[src/rtl/bram_sp_fifo_ctrl.sv]
// rtl/bram_sp_fifo_ctrl.sv - FIFO controller over a single-port sync-write/async-read RAM
// One RAM access per cycle; a toggling priority bit arbitrates read/write conflicts.
module bram_sp_fifo_ctrl #(
   parameter int DW = 4,
   parameter int AW = 5
) (
   input  logic          clk,
   input  logic          rst,
   input  logic          in_valid,
   output logic          in_ready,
   input  logic [DW-1:0] in_data,
   output logic          out_valid,
   input  logic          out_ready,
   output logic [DW-1:0] out_data,
   output logic [AW:0]   count,
   output logic          ram_we,
   output logic [AW-1:0] ram_a,
   output logic [DW-1:0] ram_di,
   input  logic [DW-1:0] ram_do
);

   localparam logic [AW:0]   FULL_CNT = {1'b1, {AW{1'b0}}};
   localparam logic [AW:0]   CNT_ONE  = (AW+1)'(1);
   localparam logic [AW-1:0] PTR_ONE  = AW'(1);

   logic [AW-1:0] wptr;
   logic [AW-1:0] rptr;
   logic          prio;
   logic          full;
   logic          wr_req;
   logic          rd_req;
   logic          wr_grant;
   logic          rd_grant;

   // Requests are masked during reset so the RAM is never written while state is cleared.
   assign full     = (count == FULL_CNT);
   assign wr_req   = in_valid & ~full & ~rst;
   assign rd_req   = (count != '0) & (~out_valid | out_ready) & ~rst;
   assign rd_grant = rd_req & (~wr_req | prio);
   assign wr_grant = wr_req & (~rd_req | ~prio);

   assign in_ready = ~full & ~(rd_req & prio) & ~rst;
   assign ram_we   = wr_grant;
   assign ram_di   = in_data;
   assign ram_a    = wr_grant ? wptr : rptr;

   always_ff @(posedge clk) begin
      if (rst) begin
         wptr      <= '0;
         rptr      <= '0;
         count     <= '0;
         out_valid <= 1'b0;
         out_data  <= '0;
         prio      <= 1'b0;
      end else begin
         if (wr_req & rd_req)
            prio <= ~prio;
         if (wr_grant)
            wptr <= wptr + PTR_ONE;
         if (rd_grant) begin
            out_data  <= ram_do;
            out_valid <= 1'b1;
            rptr      <= rptr + PTR_ONE;
         end else if (out_ready) begin
            out_valid <= 1'b0;
         end
         if (wr_grant & ~rd_grant)
            count <= count + CNT_ONE;
         else if (rd_grant & ~wr_grant)
            count <= count - CNT_ONE;
      end
   end

endmodule

[config.mk]
export PLATFORM = sky130hd
export DESIGN_NAME = bram_sp_fifo_ctrl
export DESIGN_NICKNAME = d
export VERILOG_FILES = /design/src/rtl/bram_sp_fifo_ctrl.sv
export SDC_FILE = /design/constraint.sdc
export NUM_CORES = 1
export LEC_CHECK = 0
export BUFFER_PORTS_ARGS = -buffer_cell sky130_fd_sc_hd__buf_2
export CAP_MARGIN = 5
export CORE_ASPECT_RATIO = 0.9
export CORE_UTILIZATION = 45
export CTS_CLUSTER_DIAMETER = 60
export CTS_CLUSTER_SIZE = 14
export DETAILED_ROUTE_END_ITERATION = 16
export PLACE_DENSITY = 0.66
export SLEW_MARGIN = 5
export SYNTH_ARGS = -nofsm -noshare
export SYNTH_HDL_FRONTEND = slang
export SYNTH_SLANG_ARGS = --single-unit
[constraint.sdc]
create_clock -name clk -period 3.8 [get_ports clk]
set_input_delay 0.38 -clock clk [delete_from_list [all_inputs] [get_ports clk]]
set_output_delay 0.38 -clock clk [all_outputs]
set_load 0.005 [all_outputs]
==> results of run 1 <==
## power by group through the flow
stage                     combinational, mW  clock [mW]  sequential (mW)
after floorplan                       0.357           0            0.349
after global placement                0.457           0            0.357
after detailed placement              0.466           0            0.356
after CTS                             0.470       0.186            0.352
after global routing                  0.523       0.194            0.363
final                                 0.469       0.182            0.352
## path summary, 6_finish.rpt
check	end	slack, ps	from	cells after the start
worst max-delay path	count[5]	580	count[1]	11
worst max register to register	count[5]	580	count[1]	11
worst min register to register	rptr[4]	480	rptr[4]	1
worst min-delay path	out_data[3]	280	ram_do[3]	2
## sequential cells by signal, indices dropped and copies added (netlist names)
signal     cells
out_data       4
prio           1
count          6
wptr           5
rptr           5
out_valid      1
## cells by family after synthesis
family / Yosys count / share of synthesized area
XOR/XNOR: 2 / 0.0126
adder cells (fa/ha/maj): 9 / 0.0861
AO/OA/AOI/OAI: 26 / 0.153
multiplexers: 19 / 0.160
flip-flops: 22 / 0.316
buffers and inverters: 15 / 0.0619
AND/OR/NAND/NOR: 49 / 0.211
## metrics by stage
stage / setup WS, ps / cell area (sq um) / hold WS (ps) / util
after floorplan: 1130 / 1400 / 428 / -
after global placement: 823 / 1510 / 444 / 0.534
after detailed placement: 706 / 1510 / 459 / 0.534
after CTS: 655 / 1570 / 275 / 0.552
after global routing: 286 / 1570 / 260 / 0.552
final: 575 / 1570 / 279 / 0.552
## per-layer routing
metal | GRT usage | wire [microns] | up-vias
li1 | - | - | 560
met3 | 0.0615 | 158 | 4
met2 | 0.277 | 1210 | 38
met4 | 0.0530 | 19 | 0
met5 | 0 | 0 | -
met1 | 0.247 | 1400 | 521
## final cells by class
cell class / count / area (sq um) / share of cell area
Multi-Input combinational cell: 105 / 868 / 0.554
Sequential cell: 22 / 440 / 0.281
Timing Repair Buffer: 26 / 133 / 0.0847
Tap cell: 40 / 50.0 / 0.0319
Clock inverter: 1 / 30.0 / 0.0192
Clock buffer: 3 / 22.5 / 0.0144
Inverter: 6 / 22.5 / 0.0144
## cell usage after synthesis, drive strengths merged, types with 2 or more instances
cell type  count  area [sq um]
nand3          3          15.0
and4           2          17.5
buf            7          56.3
nor3           2          10.0
mux2i          8          80.1
nand4          2          12.5
dfxtp         22           440
nor2b          3          18.8
nand2         11          41.3
o211ai         6          58.8
nor4           2          27.5
mux2          11           143
and3           5          31.3
inv            6          22.5
clkbuf         2          7.51
xor2           2          17.5
nor2           7          26.3
a21oi          3          15.0
o21ai          3          26.3
ha             8           100
o21a           4          30.0
and2b          6          50.0
and2           3          21.3
==> flow_summary.json, run 1 <==
{
  "post-cts-setup-buffer-count": 0,
  "path_cells": "nor4_4 -> nand3_1 -> o211ai_4 -> inv_1 -> ha_1 -> inv_1 -> ha_1 -> and3_1 -> a2111oi_0 -> o22ai_1 -> nand4_1",
  "grt_max_degree": 18,
  "ctsHoldBuffers": 0,
  "status": "finished clean",
  "min_path_type": "in -> reg",
  "ant_nets": 0,
  "power_leakage_nw": 0.771,
  "globalRoute.totalOverflow": 0,
  "synth-seq-cells": 22,
  "min_period_ps": 3220,
  "finClkSkew_ps": 2.37,
  "setup_violations": 0,
  "synth_cells": 142,
  "die_w_microns": 60.7,
  "crit_fanout": 8,
  "dieArea_sq_um": 3330,
  "placeableCoreArea_sq_um": 2840,
  "fin_cells": 203,
  "cap_violations": 0,
  "ctsResizeCount": 0,
  "crit_type": "reg -> reg",
  "critPathArrivalTime_ps": 3490,
  "vias": 1123,
  "cts_buffer_depth": 2,
  "worstSkewPairLatency_ps": 310,
  "area_delta_synth_final_pct": 12.3,
  "sequentialPowerShare": 0.351,
  "required_ps": 4070,
  "drt-pass1-iter-count": 4,
  "placed_cells": 199,
  "yosysWarnings": 0,
  "cts_root_buf": "clkbuf_4",
  "async_flop_share": 0,
  "switching_power_uw": 375,
  "drc": 0,
  "p_clk_frac": 0.181,
  "netlist_area_sq_um": 1400,
  "start_kind": "flip-flop",
  "viasPerCell": 5.53,
  "layout-drive-gt1-share": 0.313,
  "row_count": 18,
  "drt_wl_total_microns": 2790,
  "cts_made_buffers": 3,
  "grt_pass1_wl_microns": 4410,
  "ir_drop_v": 0.000279,
  "swShare": 0.374,
  "critPathMaxStageDelay_ps": 520,
  "start_util": 0.492,
  "hpwl_microns": 2090,
  "slew_violations": 0,
  "cts-htree-levels": 1,
  "drtIter0Drc": 36,
  "p_per_area_nw_per_um2": 640,
  "antenna_found_initial": 0,
  "fillers": 263,
  "critPathTopFamily": "simple AND/OR/NAND/NOR gates",
  "synthFlopType": "dfxtp_1",
  "p_int_uw": 628,
  "tritoncts": "built",
  "synth-edff-count": 0,
  "ios": 34,
  "synth.distinct_cells": 45,
  "endpoint_kind": "flip-flop",
  "cp_num_buf_inv": 2,
  "max_slew_margin": 0.640,
  "post-route-period-util": 0.849,
  "n_antenna_cell": 0,
  "nNetsFinal": 185,
  "avgSynthCellArea_sq_um": 9.82,
  "syn_nets": 163,
  "cp_slowest_cell": "a2111oi_0",
  "io_buffers": 25,
  "grtUsageTotal": 0.183,
  "ys_seq_area_frac": 0.316,
  "clkSinkCount": 22,
  "rsz0062_at_grt": "no",
  "layout_common_cells": "buf_2, dfxtp_1, nand2_1",
  "fmax_ghz": 0.310,
  "globalplace.congestion": 0.821,
  "setup_tns_ps": 0,
  "final_common_cell": "buf_2",
  "hold_viol_final": 0,
  "grt_pass1_vias": 978,
  "die_h_microns": 54.8,
  "worstMarginPinSlew_ps": 527,
  "p_comb_frac": 0.467,
  "wl_per_cell_microns": 13.7,
  "cts.clk_slew.worst_paths_ps": 130,
  "total_power_mw": 1.00
}
No activity file was read; power rests on OpenSTA's default activity.
==> inputs of run 2 (changes only) <==
--- a/config.mk
+++ b/config.mk
@@ -12,7 +12,7 @@
 export CTS_CLUSTER_DIAMETER = 60
 export CTS_CLUSTER_SIZE = 14
 export DETAILED_ROUTE_END_ITERATION = 16
-export PLACE_DENSITY = 0.66
+export PLACE_DENSITY = 0.69
 export SLEW_MARGIN = 5
 export SYNTH_ARGS = -nofsm -noshare
 export SYNTH_HDL_FRONTEND = slang
==> constraint.sdc (replaced) <==
create_clock -name clk -period 2.7 [get_ports clk]
set_input_delay 0.27 -clock clk [delete_from_list [all_inputs] [get_ports clk]]
set_output_delay 0.27 -clock clk [all_outputs]
set_load 0.005 [all_outputs]
==> flow_summary.json, run 2 (synthesis gave the netlist of run 1 again) <==
{
  "area_delta_synth_final_pct": 20.3,
  "drt-pass1-iter-count": 4,
  "vias": 1187,
  "globalplace.congestion": 0.899,
  "power_leakage_nw": 0.820,
  "layout-drive-gt1-share": 0.405,
  "reg2reg_slack_ps": 50,
  "grtUsageTotal": 0.194,
  "r2r-end": "count[3]",
  "fillers": 261,
  "die_h_microns": 54.8,
  "globalRoute.totalOverflow": 0,
  "max_slew_margin": 0.725,
  "startpoint": "count[4]",
  "gr-usage-met2": 0.333,
  "drt_wl_total_microns": 3110,
  "worstSkewPairLatency_ps": 310,
  "largest-register": "count",
  "n_antenna_cell": 0,
  "met3_usage": 0.0567,
  "wl_per_cell_microns": 14.6,
  "die_w_microns": 60.7,
  "grt_max_degree": 15,
  "ctsHoldBuffers": 0,
  "start_util": 0.492,
  "placeableCoreArea_sq_um": 2840,
  "finClkSkew_ps": 2.79,
  "ant_nets": 0,
  "setup_tns_ps": 0,
  "placed_cells": 207,
  "min_period_ps": 2650,
  "final_util": 0.591,
  "layout_common_cells": "buf_2, dfxtp_1, nand2_1, buf_4, mux2i_1",
  "nNetsFinal": 195,
  "start_kind": "flip-flop",
  "fin_cells": 213,
  "endpoint_kind": "flip-flop",
  "clkSinkCount": 22,
  "io_buffers": 25,
  "r2r_cells": 11,
  "total_power_mw": 1.49,
  "hpwl_microns": 2190,
  "cts_made_buffers": 3,
  "fmax_ghz": 0.377,
  "drc": 0,
  "pre_cts_ws_ps": -79.2,
  "row_count": 18,
  "r2r_start": "count[4]",
  "crit_fanout": 5,
  "crit_type": "reg -> reg",
  "stdcell_area_sq_um": 1680,
  "ios": 34,
  "tritoncts": "built",
  "status": "finished clean",
  "viasPerCell": 5.57,
  "cts_root_buf": "clkbuf_4",
  "cts-htree-levels": 1,
  "worstMarginPinSlew_ps": 409,
  "hp-start": "ram_do[1]",
  "slew_violations": 0,
  "cts.clk_slew.worst_paths_ps": 120,
  "crit_path_end": "count[3]",
  "cap_violations": 0,
  "p_per_area_nw_per_um2": 888,
  "largest_reg_flops": 6,
  "setup_slack_ps": 46.1,
  "placed_cell_area_sq_um": 1570,
  "ir_drop_v": 0.000500,
  "cts_buffer_depth": 2,
  "grt_pass1_wl_microns": 4770,
  "post-route-period-util": 0.983,
  "antenna_found_initial": 0,
  "reg_top3": "count: 6 flops, rptr: 5 flops, wptr: 5 flops",
  "critPathArrivalTime_ps": 2920,
  "grt-busiest-layer": "met2",
  "hold_viol_final": 0,
  "fin_hold_ws_ps": 173,
  "setup_violations": 0,
  "drtIter0Drc": 51,
  "required_ps": 2970,
  "final_common_cell": "buf_2",
  "grt_pass1_vias": 1087,
  "dieArea_sq_um": 3330,
  "met1_usage": 0.243,
  "min_path_type": "in -> reg"
}
run 2: how the worst min path moves through the flow:
| stage | slack [ps] | cells past startpoint | to |
|---|---|---|---|
| floorplan | 410 | 1 | out_data[0] |
| global placement | 450 | 1 | wptr[4] |
| detailed placement | 450 | 1 | rptr[4] |
| CTS | 160 | 2 | out_data[0] |
| global route | 140 | 2 | out_data[0] |
| finish | 170 | 2 | out_data[1] |
run 2: layout make-up:
cell class / count / area (sq um) / area share
Sequential cell: 22 / 444 / 0.265
Tap cell: 40 / 50.0 / 0.0298
Timing Repair Buffer: 36 / 208 / 0.124
Multi-Input combinational cell: 105 / 917 / 0.547
Clock buffer: 4 / 36.3 / 0.0216
Inverter: 6 / 22.5 / 0.0134
run 2: where the power goes:
part / internal (mW) / switching, mW
clock network: 0.0825 / 0.101
logic: 0.407 / 0.400
registers: 0.413 / 0.0865
run 2: layer usage:
metal,wire [microns],part of all wire
met1,1380,0.44
met3,240,0.077
met4,44,0.014
met2,1440,0.46
met5,0,0
run 2: worst max-delay path, stage by stage (launching register included):
cell and delay, ps:
dfxtp_4 380, nor4_4 440, nand3_2 200, o211ai_4 110, inv_1 80, ha_2 220, inv_2 90, ha_2 310
a21o_1 180, o21a_1 220, o31ai_1 210, and2_1 150
run 2: timing repair:
item                       CTS  global route
buffers inserted             0             2
setup endpoints to repair    1             3
resized for setup            3            11
pin swaps                    1             5
